[config.mk]
export PLATFORM = sky130hd
export DESIGN_NAME = i2s_cfg_ctrl
export DESIGN_NICKNAME = d
export VERILOG_FILES = /design/src/rtl/i2s_cfg_ctrl.sv
export SDC_FILE = /design/constraint.sdc
export NUM_CORES = 1
export LEC_CHECK = 0
export ABC_AREA = 1
export CAP_MARGIN = 20
export CELL_PAD_IN_SITES_DETAIL_PLACEMENT = 1
export CELL_PAD_IN_SITES_GLOBAL_PLACEMENT = 1
export CORE_MARGIN = 4
export CORE_UTILIZATION = 32
export CTS_CLUSTER_SIZE = 28
export DETAILED_ROUTE_END_ITERATION = 16
export GPL_TIMING_DRIVEN = 0
export PLACE_DENSITY_LB_ADDON = 0.1
export SETUP_SLACK_MARGIN = 0.05
export SYNTH_ARGS = -nofsm -noshare
export SYNTH_HDL_FRONTEND = slang
export SYNTH_SLANG_ARGS = --single-unit
[constraint.sdc]
create_clock -name clk -period 1.85 [get_ports clk]
set_input_delay 0.37 -clock clk [delete_from_list [all_inputs] [get_ports clk]]
set_output_delay 0.37 -clock clk [all_outputs]
set_load 0.005 [all_outputs]
[src/rtl/i2s_cfg_ctrl.sv]
// i2s_cfg_ctrl -- configuration/control unit for the I2S transceiver.
//
// The host writes shadow registers over a simple strobe bus. A commit
// command arms a transfer of the shadow set into the active configuration.
// The transfer happens at the next frame boundary or, with the link
// disabled, on the next clock edge. It only happens when the shadow set
// passes the legality check; an illegal set raises a sticky error instead.
//
// Ports:
//   clk, rst          system clock, asynchronous active-high reset
//   wr_en, rd_en      host write / read strobes
//   addr, wdata       host register address and write data
//   rdata, rd_valid   registered read data, valid one cycle after rd_en
//   frame_start       one-cycle frame boundary pulse from the WS generator
//   cfg_*             active configuration towards clock gen / serdes
//   cfg_update        one-cycle pulse when the active configuration changed
//
// Register map:
//   0 CTRL   (RW shadow) [1:0] mode, [3:2] standard, [5:4] word_size,
//                        [7:6] slot_size field, [9:8] sample_rate, [31] enable
//   1 CHEN   (RW shadow) [NUM_CH-1:0] slot enables
//   2 STATUS (RO)        [0] pending, [1] err, [2] active enable
//   3 CMD    (WO, reads 0) [0] commit, [1] clear err
//
// Host bus handshake: there is no back-pressure. A write is accepted on
// every edge where wr_en is high. A read is accepted on every edge where
// rd_en is high; rd_valid is high for exactly the following cycle with
// rdata holding the register value as it was before that edge. A write and
// a read on the same edge are both performed, and the read sees the old
// value.

module i2s_cfg_ctrl #(
  parameter int NUM_CH = 2,
  parameter int DATA_W = 32,
  parameter int ADDR_W = 2
) (
  input  logic              clk,
  input  logic              rst,
  input  logic              wr_en,
  input  logic              rd_en,
  input  logic [ADDR_W-1:0] addr,
  input  logic [DATA_W-1:0] wdata,
  output logic [DATA_W-1:0] rdata,
  output logic              rd_valid,
  input  logic              frame_start,
  output logic              cfg_enable,
  output logic [1:0]        cfg_mode,
  output logic [1:0]        cfg_standard,
  output logic [1:0]        cfg_word_size,
  output logic              cfg_slot_size,
  output logic [1:0]        cfg_sample_rate,
  output logic [NUM_CH-1:0] cfg_ch_en,
  output logic              cfg_update
);

  // Enable sits at bit 31; on a narrower bus it moves to the top bit.
  localparam int EN_BIT = (DATA_W > 31) ? 31 : DATA_W - 1;

  localparam logic [ADDR_W-1:0] A_CTRL = ADDR_W'(0);
  localparam logic [ADDR_W-1:0] A_CHEN = ADDR_W'(1);
  localparam logic [ADDR_W-1:0] A_STAT = ADDR_W'(2);
  localparam logic [ADDR_W-1:0] A_CMD  = ADDR_W'(3);

  // Slots 0 and 1 are the only ones a non-TDM standard may enable.
  localparam logic [NUM_CH-1:0] LO_SLOTS = NUM_CH'(3);

  typedef enum logic [0:0] {
    ST_IDLE = 1'b0,
    ST_WAIT = 1'b1
  } state_t;

  // FSM and active configuration
  state_t            state_q;
  logic              err_q;
  logic              cfg_update_q;
  logic              act_en_q;
  logic [1:0]        act_mode_q;
  logic [1:0]        act_std_q;
  logic [1:0]        act_word_q;
  logic              act_slot_q;
  logic [1:0]        act_rate_q;
  logic [NUM_CH-1:0] act_chen_q;

  // Shadow registers
  logic              sh_en_q;
  logic [1:0]        sh_mode_q;
  logic [1:0]        sh_std_q;
  logic [1:0]        sh_word_q;
  logic [1:0]        sh_slot_q;
  logic [1:0]        sh_rate_q;
  logic [NUM_CH-1:0] sh_chen_q;

  // Read port
  logic [DATA_W-1:0] rdata_q;
  logic [DATA_W-1:0] rdata_d;
  logic              rd_valid_q;

  // Decoded host strobes
  logic wr_ctrl;
  logic wr_chen;
  logic cmd_commit;
  logic cmd_clr_err;

  logic pending;
  logic apply_now;
  logic shadow_legal;
  logic chen_hi;

  // Only some wdata bits carry register fields; fold the rest here.
  logic unused_wdata;
  assign unused_wdata = ^wdata;

  assign wr_ctrl     = wr_en && (addr == A_CTRL);
  assign wr_chen     = wr_en && (addr == A_CHEN);
  assign cmd_commit  = wr_en && (addr == A_CMD) && wdata[0];
  assign cmd_clr_err = wr_en && (addr == A_CMD) && wdata[1];

  assign pending   = (state_q == ST_WAIT);
  // A disabled link has no frame timing to respect, so apply at once.
  assign apply_now = pending && (!act_en_q || frame_start);

  // Legality of the shadow set as it stands before the current edge.
  always_comb begin
    chen_hi      = |(sh_chen_q & ~LO_SLOTS);
    shadow_legal = 1'b1;
    if (sh_word_q == 2'b11) begin
      shadow_legal = 1'b0;
    end
    if (sh_slot_q[1]) begin
      shadow_legal = 1'b0;
    end
    if ((sh_word_q != 2'b00) && (sh_slot_q == 2'b00)) begin
      shadow_legal = 1'b0;
    end
    if ((sh_std_q == 2'b11) && (NUM_CH <= 2)) begin
      shadow_legal = 1'b0;
    end
    if ((sh_std_q != 2'b11) && chen_hi) begin
      shadow_legal = 1'b0;
    end
    if (sh_en_q && (sh_chen_q == '0)) begin
      shadow_legal = 1'b0;
    end
  end

  // Commit FSM plus active configuration. The apply decision is taken on
  // the edge that leaves WAIT; there is no separate apply state.
  always_ff @(posedge clk or posedge rst) begin
    if (rst) begin
      state_q      <= ST_IDLE;
      err_q        <= 1'b0;
      cfg_update_q <= 1'b0;
      act_en_q     <= 1'b0;
      act_mode_q   <= 2'b00;
      act_std_q    <= 2'b00;
      act_word_q   <= 2'b00;
      act_slot_q   <= 1'b0;
      act_rate_q   <= 2'b00;
      act_chen_q   <= '1;
    end else begin
      cfg_update_q <= 1'b0;
      if (cmd_clr_err) begin
        err_q <= 1'b0;
      end
      case (state_q)
        ST_IDLE: begin
          if (cmd_commit) begin
            state_q <= ST_WAIT;
          end
        end
        ST_WAIT: begin
          // A further commit while waiting is deliberately ignored.
          if (apply_now) begin
            state_q <= ST_IDLE;
            if (shadow_legal) begin
              act_en_q     <= sh_en_q;
              act_mode_q   <= sh_mode_q;
              act_std_q    <= sh_std_q;
              act_word_q   <= sh_word_q;
              act_slot_q   <= sh_slot_q[0];
              act_rate_q   <= sh_rate_q;
              act_chen_q   <= sh_chen_q;
              cfg_update_q <= 1'b1;
            end else begin
              // Placed after the clear above so a same-edge error wins.
              err_q <= 1'b1;
            end
          end
        end
        default: begin
          state_q <= ST_IDLE;
        end
      endcase
    end
  end

  // Read mux over the pre-edge register contents.
  always_comb begin
    rdata_d = '0;
    if (addr == A_CTRL) begin
      rdata_d[1:0]   = sh_mode_q;
      rdata_d[3:2]   = sh_std_q;
      rdata_d[5:4]   = sh_word_q;
      rdata_d[7:6]   = sh_slot_q;
      rdata_d[9:8]   = sh_rate_q;
      rdata_d[EN_BIT] = sh_en_q;
    end else if (addr == A_CHEN) begin
      rdata_d[NUM_CH-1:0] = sh_chen_q;
    end else if (addr == A_STAT) begin
      rdata_d[2:0] = {act_en_q, err_q, pending};
    end
  end

  // Shadow registers and registered read port.
  always_ff @(posedge clk or posedge rst) begin
    if (rst) begin
      sh_en_q    <= 1'b0;
      sh_mode_q  <= 2'b00;
      sh_std_q   <= 2'b00;
      sh_word_q  <= 2'b00;
      sh_slot_q  <= 2'b00;
      sh_rate_q  <= 2'b00;
      sh_chen_q  <= '1;
      rdata_q    <= '0;
      rd_valid_q <= 1'b0;
    end else begin
      if (wr_ctrl) begin
        sh_mode_q <= wdata[1:0];
        sh_std_q  <= wdata[3:2];
        sh_word_q <= wdata[5:4];
        sh_slot_q <= wdata[7:6];
        sh_rate_q <= wdata[9:8];
        sh_en_q   <= wdata[EN_BIT];
      end
      if (wr_chen) begin
        sh_chen_q <= wdata[NUM_CH-1:0];
      end
      rd_valid_q <= rd_en;
      if (rd_en) begin
        rdata_q <= rdata_d;
      end
    end
  end

  assign rdata           = rdata_q;
  assign rd_valid        = rd_valid_q;
  assign cfg_enable      = act_en_q;
  assign cfg_mode        = act_mode_q;
  assign cfg_standard    = act_std_q;
  assign cfg_word_size   = act_word_q;
  assign cfg_slot_size   = act_slot_q;
  assign cfg_sample_rate = act_rate_q;
  assign cfg_ch_en       = act_chen_q;
  assign cfg_update      = cfg_update_q;

endmodule

Word level (Yosys, flattened, before mapping)
Index checks and enable logic that the tools add are counted.
{ "totals": {"register_bits": 40, "wordCells": 61, "in_bits": 39, "out_inout_bits": 46} }
{ "op_classes": {"bitwise": 1, "n_reduce_logical": 15, "mux": 21, "eq_ne": 5} }
{ "op_table": {"columns": ["cell", "n"], "rows": [
  ["$mux 1", 16],
  ["$eq 2x2->1 const B", 4],
  ["$logic_and 1x1->1", 8],
  ["$mux 7", 1],
  ["$logic_not 2->1", 3],
  ["$mux 3", 2],
  ["$reduce_and 3->1", 1],
  ["$eq 2x1->1 const B", 1],
  ["$mux 2", 1],
  ["$pmux 1 s2", 1],
  ["$reduce_bool 2->1", 1],
  ["$logic_not 1->1", 1],
  ["$logic_or 1x1->1", 1],
  ["$not 1->1", 1]
]} }

Longest topological paths before layout
{ "depth": {"depth_word": 9, "depth_mapped": 8, "mapped_depth_nobuf": 7} }

Worst setup path after synthesis
No wires, ideal clock.
{ "synth_path": {"kind": "reg-to-reg", "start": "reg sh_chen_q[1]", "end": "reg act_en_q (netlist: cfg_enable)", "required_time_ns": 1.733, "setup_slack_ns": 0.676, "path_stages_with_launch": 9, "arrival_time_ns": 1.057, "cell_sequence": "dfstp_2 -> inv_1 -> nand2_1 -> nor2_1 -> nor2_2 -> nand3_2 -> buf_6 -> nand2_1 -> nand2_1"} }
{ "synth_via": {"elab_chain_len": 4} }
{ "synth_lines": {"columns": ["item", "line", "rtl"], "rows": [
  ["start, declared", "91", "logic [NUM_CH-1:0] sh_chen_q;"],
  ["start signal, assigned", "236", "sh_chen_q <= wdata[NUM_CH-1:0];"],
  ["$logic_not 2->1", "141", "if (sh_en_q && (sh_chen_q == '0)) begin"],
  ["$logic_and 1x1->1", "141", null],
  ["$mux 1", "141", null],
  ["$reduce_and 3->1 (no line)", null, null],
  ["end signal, assigned", "176", "act_en_q <= sh_en_q;"],
  ["end, declared", "76", "logic act_en_q;"]
]} }
Every way passes these cells.
A chain may end at the register's enable or synchronous reset.

Worst setup path in the final report
{ "layout_path": {"start": "reg act_chen_q[1] (netlist: cfg_ch_en[1])", "end": "out cfg_ch_en[1]"} }
{ "layout_lines": {"columns": ["item", "line", "rtl"], "rows": [
  ["start, declared", "82", "logic [NUM_CH-1:0] act_chen_q;"],
  ["start signal, assigned", "182", "act_chen_q <= sh_chen_q;"],
  ["end, declared", "52", "output logic [NUM_CH-1:0] cfg_ch_en,"]
]} }
No word-level cell between the ends.

==> results.py <==
metrics = {
    "floorplanning": {
        "die_h_microns": 84.6,
        "core-area_sq_um": 5610,
        "initial_core_util_pct": 33.5,
        "die_x_microns": 84.6,
        "dieArea_sq_um": 7160,
        "top_level_ports": 85,
        "num_rows": 27,
    },
    "setup_path": {
        "cp_top_family": "flip-flops",
        "arrival_ps": 1340,
        "cp_max_fo": 2,
        "worstPathRequired_ps": 1480,
        "slowest_stage": "dfstp_2",
        "cp-end-kind": "output pin",
        "critical_path_class": "register to output pin",
        "cp_slowest_stage_delay_ps": 540,
        "cp-start-kind": "register",
        "crit_path_cell_trace": "clkdlybuf4s50_1",
        "path_buf_inv": 1,
    },
    "synthesis": {
        "netlist_area_sq_um": 1880,
        "synth_enable_flop_cells": 0,
        "synthCells": 215,
        "yosys.area.top_type": "dfrtp_1",
        "ys_async_sr_fraction_pct": 100,
        "synth-seq-cells": 40,
        "yosysUniqueCellTypes": 23,
        "avgSynthCellArea_sq_um": 8.74,
        "yosysSeqAreaShare_pct": 53.6,
        "yosys_warnings": 0,
        "netlist_top_cells_area": "dfrtp_1 (48%), nand2_1 (11%), nand3_1 (9.3%)",
        "ys.flop_type": "dfrtp_1",
        "netlist.area_leader.share_pct": 48.0,
    },
    "detailed_routing": {
        "vias_per_cell": 4.33,
        "ant_nets": 0,
        "num_vias": 1546,
        "first_iter_violations": 48,
        "drt_wl_total_microns": 4560,
        "drt-pass1-iter-count": 4,
        "drc": 0,
        "wire_per_inst_microns": 12.8,
    },
    "clock_network": {
        "cts_tree": "built",
        "hold_buffers": 0,
        "cts.clk_slew.worst_paths_ps": 80,
        "h-tree-depth": 2,
        "clk_latency_ps": 300,
        "post_cts_resized": 0,
        "cts_root_buffer": "clkbuf_8",
        "cts_post_setup_buffers_inserted": 0,
        "cts.sinks": 40,
        "cts_buffer_depth": 2,
        "cts_buffers": 5,
    },
    "placed_design": {
        "gp_congestion": 0.741,
        "placedCellCount": 349,
        "pre_cts_ws_ps": 165,
        "io_buffers": 42,
        "hpwl_microns": 3510,
    },
    "finish": {
        "area_growth_pct": 36.9,
        "antenna_cells": 0,
        "nets": 323,
        "num-fill-cells": 691,
        "drive_gt1_share_pct": 15.8,
        "final-instance-count-excl-fill": 357,
        "ff_latch_area_sq_um": 1010,
        "multi_input_area_sq_um": 654,
    },
    "timing": {
        "finalSetupViolations": 0,
        "rsz0062_at_grt": "false",
        "period_minus_slack_ps": 1710,
        "skew_ps": 7.06,
        "setup_tns_ps": 0,
        "relSlewSlack_pct": 43.6,
        "fin_ws_ps": 144,
        "timing.fmax_mhz": 586,
        "period_share_pct": 92.2,
        "finalHoldViolCount": 0,
        "worst_pin_slew_ps": 845,
        "slew_violations": 0,
    },
    "global_route": {
        "grt.overflow.total": 0,
        "met1_usage_pct": 18.8,
        "grt_pass1_wl_microns": 8080,
        "antenna_found_initial": 0,
        "grt_pass1_vias": 1611,
        "grt_util_met2_pct": 22.8,
        "met3_usage_pct": 4.02,
        "grt.total_usage_pct": 14.2,
        "top_usage_layer": "met2",
        "grt_start_max_net_pins": 41,
    },
    "power": {
        "p_per_area_nw_per_um2": 1100,
        "p_total_mw": 2.82,
        "power.leakage_nw": 1.28,
        "ir_drop_v": 0.000502,
    },
    "hold_path": {
        "holdCritPathClass": "register to register",
    },
    "flow_run": {
        "cap_viol_max_count": 0,
    },
    "status": {
        "status": "complete, no violations",
    },
}
layer usage:
metal  share of wire (%)  wire, microns
met4                 1.1             48
met1                  46           2090
met5                   0              0
met3                 5.2            236
met2                  48           2190
layout make-up:
| class | count | area share (%) |
|---|---|---|
| inverters | 19 | 2.77 |
| flip-flops and latches | 40 | 39.1 |
| plain buffers | 30 | 8.61 |
| clock inverters | 2 | 1.36 |
| clock buffers | 6 | 2.82 |
| multi-input cells | 146 | 25.5 |
| well taps | 72 | 3.50 |
| repair buffers | 42 | 16.4 |
synth_stat cells, types with 2 or more instances:
master     n
a31oi_1    2
inv_1     19
nand2_1   53
o21ai_0   12
buf_2      3
dfrtp_1   36
clkbuf_1   2
nor2_1    11
buf_6      3
o21ai_1    2
nand3_1   35
buf_4     22
nand3_2    2
dfstp_2    4
through the flow:
step	hold slack, ps	area, sq um	utilization (%)
after detailed placement	459	2460	43.9
after global routing	495	2570	45.9
after floorplan	401	1950	-
final	476	2570	45.9
after global placement	455	2460	43.9
after CTS	481	2570	45.9
sequential cells by signal, summed over array words and instances, names as in the netlist:
name	flops
rd_valid	1
cfg_word_size	2
cfg_mode	2
cfg_enable	1
sh_en_q	1
sh_chen_q	2
rdata	11
cfg_sample_rate	2
pending	1
cfg_update	1
err_q	1
cfg_slot_size	1
sh_rate_q	2
sh_slot_q	2
cfg_standard	2
cfg_ch_en	2
sh_std_q	2
sh_mode_q	2
sh_word_q	2
power breakdown:
group | internal (mW) | total (mW) | switching [mW] | leakage [nW]
clock network | 0.400 | 0.709 | 0.309 | 0.0552
logic | 0.470 | 0.827 | 0.358 | 0.723
registers | 1.12 | 1.29 | 0.168 | 0.502
total | 1.99 | 2.82 | 0.834 | 1.28
worst paths after layout:
path                       cells past startpoint                      from  slack, ps                          end
min in group asynchronous                      2                       rst        560      cfg_mode[0]$_DFFE_PP0P_
setup / recovery                               1  cfg_ch_en[1]$_DFFE_PP1P_        140                 cfg_ch_en[1]
setup reg to reg                               8  sh_chen_q[1]$_DFFE_PP1P_        540  cfg_standard[1]$_DFFE_PP0P_
hold / removal                                 2  cfg_ch_en[1]$_DFFE_PP1P_        480     cfg_ch_en[1]$_DFFE_PP1P_
max in group asynchronous                      2                       rst        750          sh_en_q$_DFFE_PP0P_
hold reg to reg                                2  cfg_ch_en[1]$_DFFE_PP1P_        480     cfg_ch_en[1]$_DFFE_PP1P_
placed cells by master (no fill, tap or decap), types with 4 or more instances in the layout:
cell type and n:
nand2_1 53, clkdlybuf4s50_1 42, dfrtp_1 36, nand3_1 35, buf_4 22, conb_1 21, inv_1 18, o21ai_0 12
nor2_1 11, clkbuf_8 5, dfstp_2 4
kinds of logic (layout without fill, tap and decap cells):
logic type | count (synthesis) | in the layout | synth area share [%]
AO/OA/AOI/OAI | 20 | 20 | 5.86
buffers and inverters | 49 | 99 | 15.6
flip-flops | 40 | 40 | 53.6
other | 1 | 21 | 0.200
AND/OR/NAND/NOR | 105 | 105 | 24.8
(Power assumes the default switching activity.)
==> RTL edit 1: new RTL, same flow settings <==
Change the parameter `DATA_W` from 32 to 48.
--- a/src/rtl/i2s_cfg_ctrl.sv
+++ b/src/rtl/i2s_cfg_ctrl.sv
@@ -32,5 +32,5 @@
 module i2s_cfg_ctrl #(
   parameter int NUM_CH = 2,
-  parameter int DATA_W = 32,
+  parameter int DATA_W = 48,
   parameter int ADDR_W = 2
 ) (
Interface: changed (resized rdata and wdata); port bits go from 85 to 117. The function was not compared with the original's and may differ.
==> RTL edit 1 against the original RTL <==
  * Final cell count is 9.8% higher
  * Power is 6.7% higher
  * Synthesized area is 6.4% higher
  * Sequential power hardly changed
  * Global-route usage is 0.49 points higher
  * Setup slack worse by 0.0074 ns
  * Wire length is 8.5% higher
  * Sequential cell count stayed put
  * Design area is 8.1% higher
  * First-iteration DRC count is 8.3% lower
  * Critical path type unchanged
  * Highest routed layer unchanged
==> RTL edit 1: results <==
outcome:
  outcome: "finished, final reports clean"
synthesis:
  ys_warn_count: 0
  synth_adder_area_share: 0
  synth-seq-area-share: 0.503
  synth_area_leaders: "dfrtp_1 (45%), buf_4 (14%), nand2_1 (10%)"
  synth_cell_types: 23
  synthTopCellsByCount: "nand2_1 (53), buf_4 (38), dfrtp_1 (36)"
  synthMuxAreaShare: 0
  async_flop_share: 1.00
  synth_compound_area_frac: 0.0551
power:
  leakage_nw: 1.43
  irDropWorstVdd_mv: 0.580
cts:
  root_buffer: "clkbuf_8"
  numCtsBuffers: 5
  cts-resized-gates: 0
  cts_htree_levels: 2
  clk_pin_slew_ns: 0.08
  cts_setup_buffers: 0
drt:
  wl_per_cell_um: 12.6
  drtIter0Drc: 44
  via_per_inst: 4.15
cells_and_area:
  utilization: 0.464
  drive_gt1_frac: 0.192
  nets: 371
  fillers: 730
place:
  gp_congestion: 0.697
  place_hpwl_um: 3910
  detailed_place.area_um2: 2650
worst_setup_path:
  worstPathMaxFanout: 2
  worst_path_max_delay_cell: "dfstp_2"
  critical-path-top-delay-family: "flip-flops"
grt:
  grt_pass1_wl_um: 8650
  grt_pass1_vias: 1800
  grt_usage: 0.147
min_path:
  hold_path_class: "flop to flop"
timing:
  hold_violations: 0
  skew_ns: 0.0110
  worst-slew-pin-transition_ns: 0.829
  slew_violations: 0
-- RTL edit 1: layout make-up --
| cell class | instances | share of cell area |
|---|---|---|
| timing repair buffer | 42 | 0.151 |
| inverter | 19 | 0.0257 |
| sequential | 40 | 0.362 |
| buffer | 46 | 0.123 |
| clock inverter | 2 | 0.0216 |
| multi-input combinational | 162 | 0.257 |
| tap | 75 | 0.0338 |
| clock buffer | 6 | 0.0261 |
-- RTL edit 1: report_power, final --
group / switching (mW) / internal, mW / leakage, nW
clock network: 0.313 / 0.540 / 0.0654
logic: 0.379 / 0.491 / 0.862
registers: 0.170 / 1.12 / 0.502
-- RTL edit 1: cell families (layout without fill, tap and decap cells) --
kind of cell / count (synthesis) / after routing
buffers and inverters: 65 / 115
other: 1 / 37
AND/OR/NAND/NOR: 105 / 105
flip-flops: 40 / 40
AO/OA/AOI/OAI: 20 / 20
-- RTL edit 1: routing by layer --
layer	wire, µm	global-route usage	part of all wire
met1	2150	0.181	0.43
met2	2500	0.248	0.50
met3	242	0.0388	0.049
met4	59	0.0467	0.012
met5	0	0	0
-- RTL edit 1: path summary, 6_finish.rpt --
| check | to | cells past startpoint | startpoint |
|---|---|---|---|
| worst max-delay path | cfg_ch_en[1] | 1 | cfg_ch_en[1] |
| worst min-delay path | cfg_ch_en[0] | 2 | cfg_ch_en[0] |
| worst max register to register | cfg_sample_rate[0] | 8 | sh_chen_q[1] |
| worst min register to register | cfg_ch_en[0] | 2 | cfg_ch_en[0] |
| max in group asynchronous | rdata[31] | 2 | rst |
| min in group asynchronous | sh_word_q[1] | 2 | rst |
-- RTL edit 1: per-stage QoR --
step                std cells  hold slack [ns]  worst slack [ns]
floorplan                 267            0.401             0.569
global placement          384            0.457            -0.334
detailed placement        384            0.461             0.145
CTS                       392            0.477             0.124
global route              392            0.496            0.0811
finish                    392            0.471             0.136
==> RTL edit 2: new RTL, same settings <==
Made on the original files. Register the input `wdata` before use, with the module's reset. The logic sees it one clock later. The other inputs are not delayed to match.
--- a/src/rtl/i2s_cfg_ctrl.sv
+++ b/src/rtl/i2s_cfg_ctrl.sv
@@ -70,4 +70,14 @@
   } state_t;
 
+  logic [DATA_W-1:0] wdata_q;
+
+  always_ff @(posedge clk or posedge rst) begin
+    if (rst) begin
+      wdata_q <= '0;
+    end else begin
+      wdata_q <= wdata;
+    end
+  end
+
   // FSM and active configuration
   state_t            state_q;
@@ -109,10 +119,10 @@
   // Only some wdata bits carry register fields; fold the rest here.
   logic unused_wdata;
-  assign unused_wdata = ^wdata;
+  assign unused_wdata = ^wdata_q;
 
   assign wr_ctrl     = wr_en && (addr == A_CTRL);
   assign wr_chen     = wr_en && (addr == A_CHEN);
-  assign cmd_commit  = wr_en && (addr == A_CMD) && wdata[0];
-  assign cmd_clr_err = wr_en && (addr == A_CMD) && wdata[1];
+  assign cmd_commit  = wr_en && (addr == A_CMD) && wdata_q[0];
+  assign cmd_clr_err = wr_en && (addr == A_CMD) && wdata_q[1];
 
   assign pending   = (state_q == ST_WAIT);
@@ -226,13 +236,13 @@
     end else begin
       if (wr_ctrl) begin
-        sh_mode_q <= wdata[1:0];
-        sh_std_q  <= wdata[3:2];
-        sh_word_q <= wdata[5:4];
-        sh_slot_q <= wdata[7:6];
-        sh_rate_q <= wdata[9:8];
-        sh_en_q   <= wdata[EN_BIT];
+        sh_mode_q <= wdata_q[1:0];
+        sh_std_q  <= wdata_q[3:2];
+        sh_word_q <= wdata_q[5:4];
+        sh_slot_q <= wdata_q[7:6];
+        sh_rate_q <= wdata_q[9:8];
+        sh_en_q   <= wdata_q[EN_BIT];
       end
       if (wr_chen) begin
-        sh_chen_q <= wdata[NUM_CH-1:0];
+        sh_chen_q <= wdata_q[NUM_CH-1:0];
       end
       rd_valid_q <= rd_en;
Formal check against the unedited RTL: not equivalent (Yosys sat finds a counterexample within 4 cycles, from zero or initial values and one cycle with rst high).
==> RTL edit 2 against the original RTL <==
  * Power increased by 0.49%
  * Design area increased by 11%
  * Sequential cell count increased by 11
  * Synthesized area increased by 14%
  * Wire length increased by 7.8%
  * Final cell count increased by 4.8%
  * First-iteration DRC count increased by 4.2%
  * Hold slack got worse by 0.12 ns
  * Setup slack improved by 0.011 ns
  * Largest cell class unchanged
==> RTL edit 2: results <==
synthesis:
  ys.flop_type: "dfrtp_1"
  synth-seq-area-share: 0.596
  synth.avg_cell_area_um2: 9.51
  ys_warn_count: 0
  async_flop_share: 1.00
  synth_area_leaders: "dfrtp_1 (55%), nand2_1 (9.3%), nand3_1 (8.1%)"
  synthTopCellsByCount: "nand2_1 (53), dfrtp_1 (47), nand3_1 (35)"
drt:
  drtIter0Drc: 50
  routed_wl_um: 4920
  wl_per_cell_um: 13.2
  via_per_inst: 4.35
timing:
  skew_ns: 0.00564
  fmax_mhz: 590
  holdWs_ns: 0.359
worst_setup_path:
  reg2reg_depth: 8
  cp-startpoint: "cfg_ch_en[1]"
  rrSetupSlack_ns: 0.52
  endpoint: "cfg_ch_en[1]"
  rr_endpoint: "cfg_slot_size"
  worst_ep_arrival_time_ns: 1.33
  worstPathMaxFanout: 2
  critical-path-top-delay-family: "flip-flops"
  worst_path_max_delay_cell: "dfstp_2"
power:
  powerDensity_nw_per_um2: 994
  irDropWorstVdd_mv: 0.384
  p_sw_mw: 0.816
  powerComb_mw: 0.712
  leakage_nw: 1.41
  seq_power_share: 0.519
grt:
  grt_antenna_before_repair: 0
  grt_usage: 0.131
  grt_pass1_wl_um: 8530
  grt_pass1_vias: 1699
  grt_max_degree: 35
outcome:
  outcome: "finished, final reports clean"
place:
  gp_congestion: 0.832
  port_buffers: 42
  post-place-ws_ns: 0.0650
  place_hpwl_um: 3800
  place_inst: 366
  detailed_place.area_um2: 2760
min_path:
  hold_path_class: "primary input to async pin"
cts:
  root_buffer: "clkbuf_8"
  cts_setup_buffers: 0
  cts-resized-gates: 0
  clk_pin_slew_ns: 0.09
cells_and_area:
  fillers: 766
  drive_gt1_frac: 0.155
  nets: 335
  diodes: 0
floorplanning:
  dieWidth_um: 90.0
[RTL edit 2: cell count changes in the layout (fill, tap and decap cells not counted), sizes merged]
cell,before,now
dfrtp,36,47
buf,28,29
bufinv,1,0
clkbuf,8,9
[RTL edit 2: kinds of logic (layout without fill, tap and decap cells)]
kind of cell | count (synthesis) | count (layout) | synth area share
AO/OA/AOI/OAI | 20 | 20 | 0.0512
buffers and inverters | 49 | 100 | 0.134
AND/OR/NAND/NOR | 105 | 105 | 0.217
other | 1 | 21 | 0.00174
flip-flops | 51 | 51 | 0.596
[RTL edit 2: layout make-up]
type,count,area share
plain buffers,30,0.0763
clock buffers,7,0.0303
clock inverters,1,0.00175
inverters,19,0.0250
multi-input cells,146,0.229
flip-flops and latches,51,0.449
well taps,77,0.0338
repair buffers,43,0.154
[RTL edit 2: per-layer routing]
metal,part of all wire,track usage,vias to the layer above
met4,0.016,0.0459,0
met3,0.055,0.0351,7
met5,0,0,-
li1,-,-,817
met2,0.47,0.207,49
met1,0.46,0.173,755
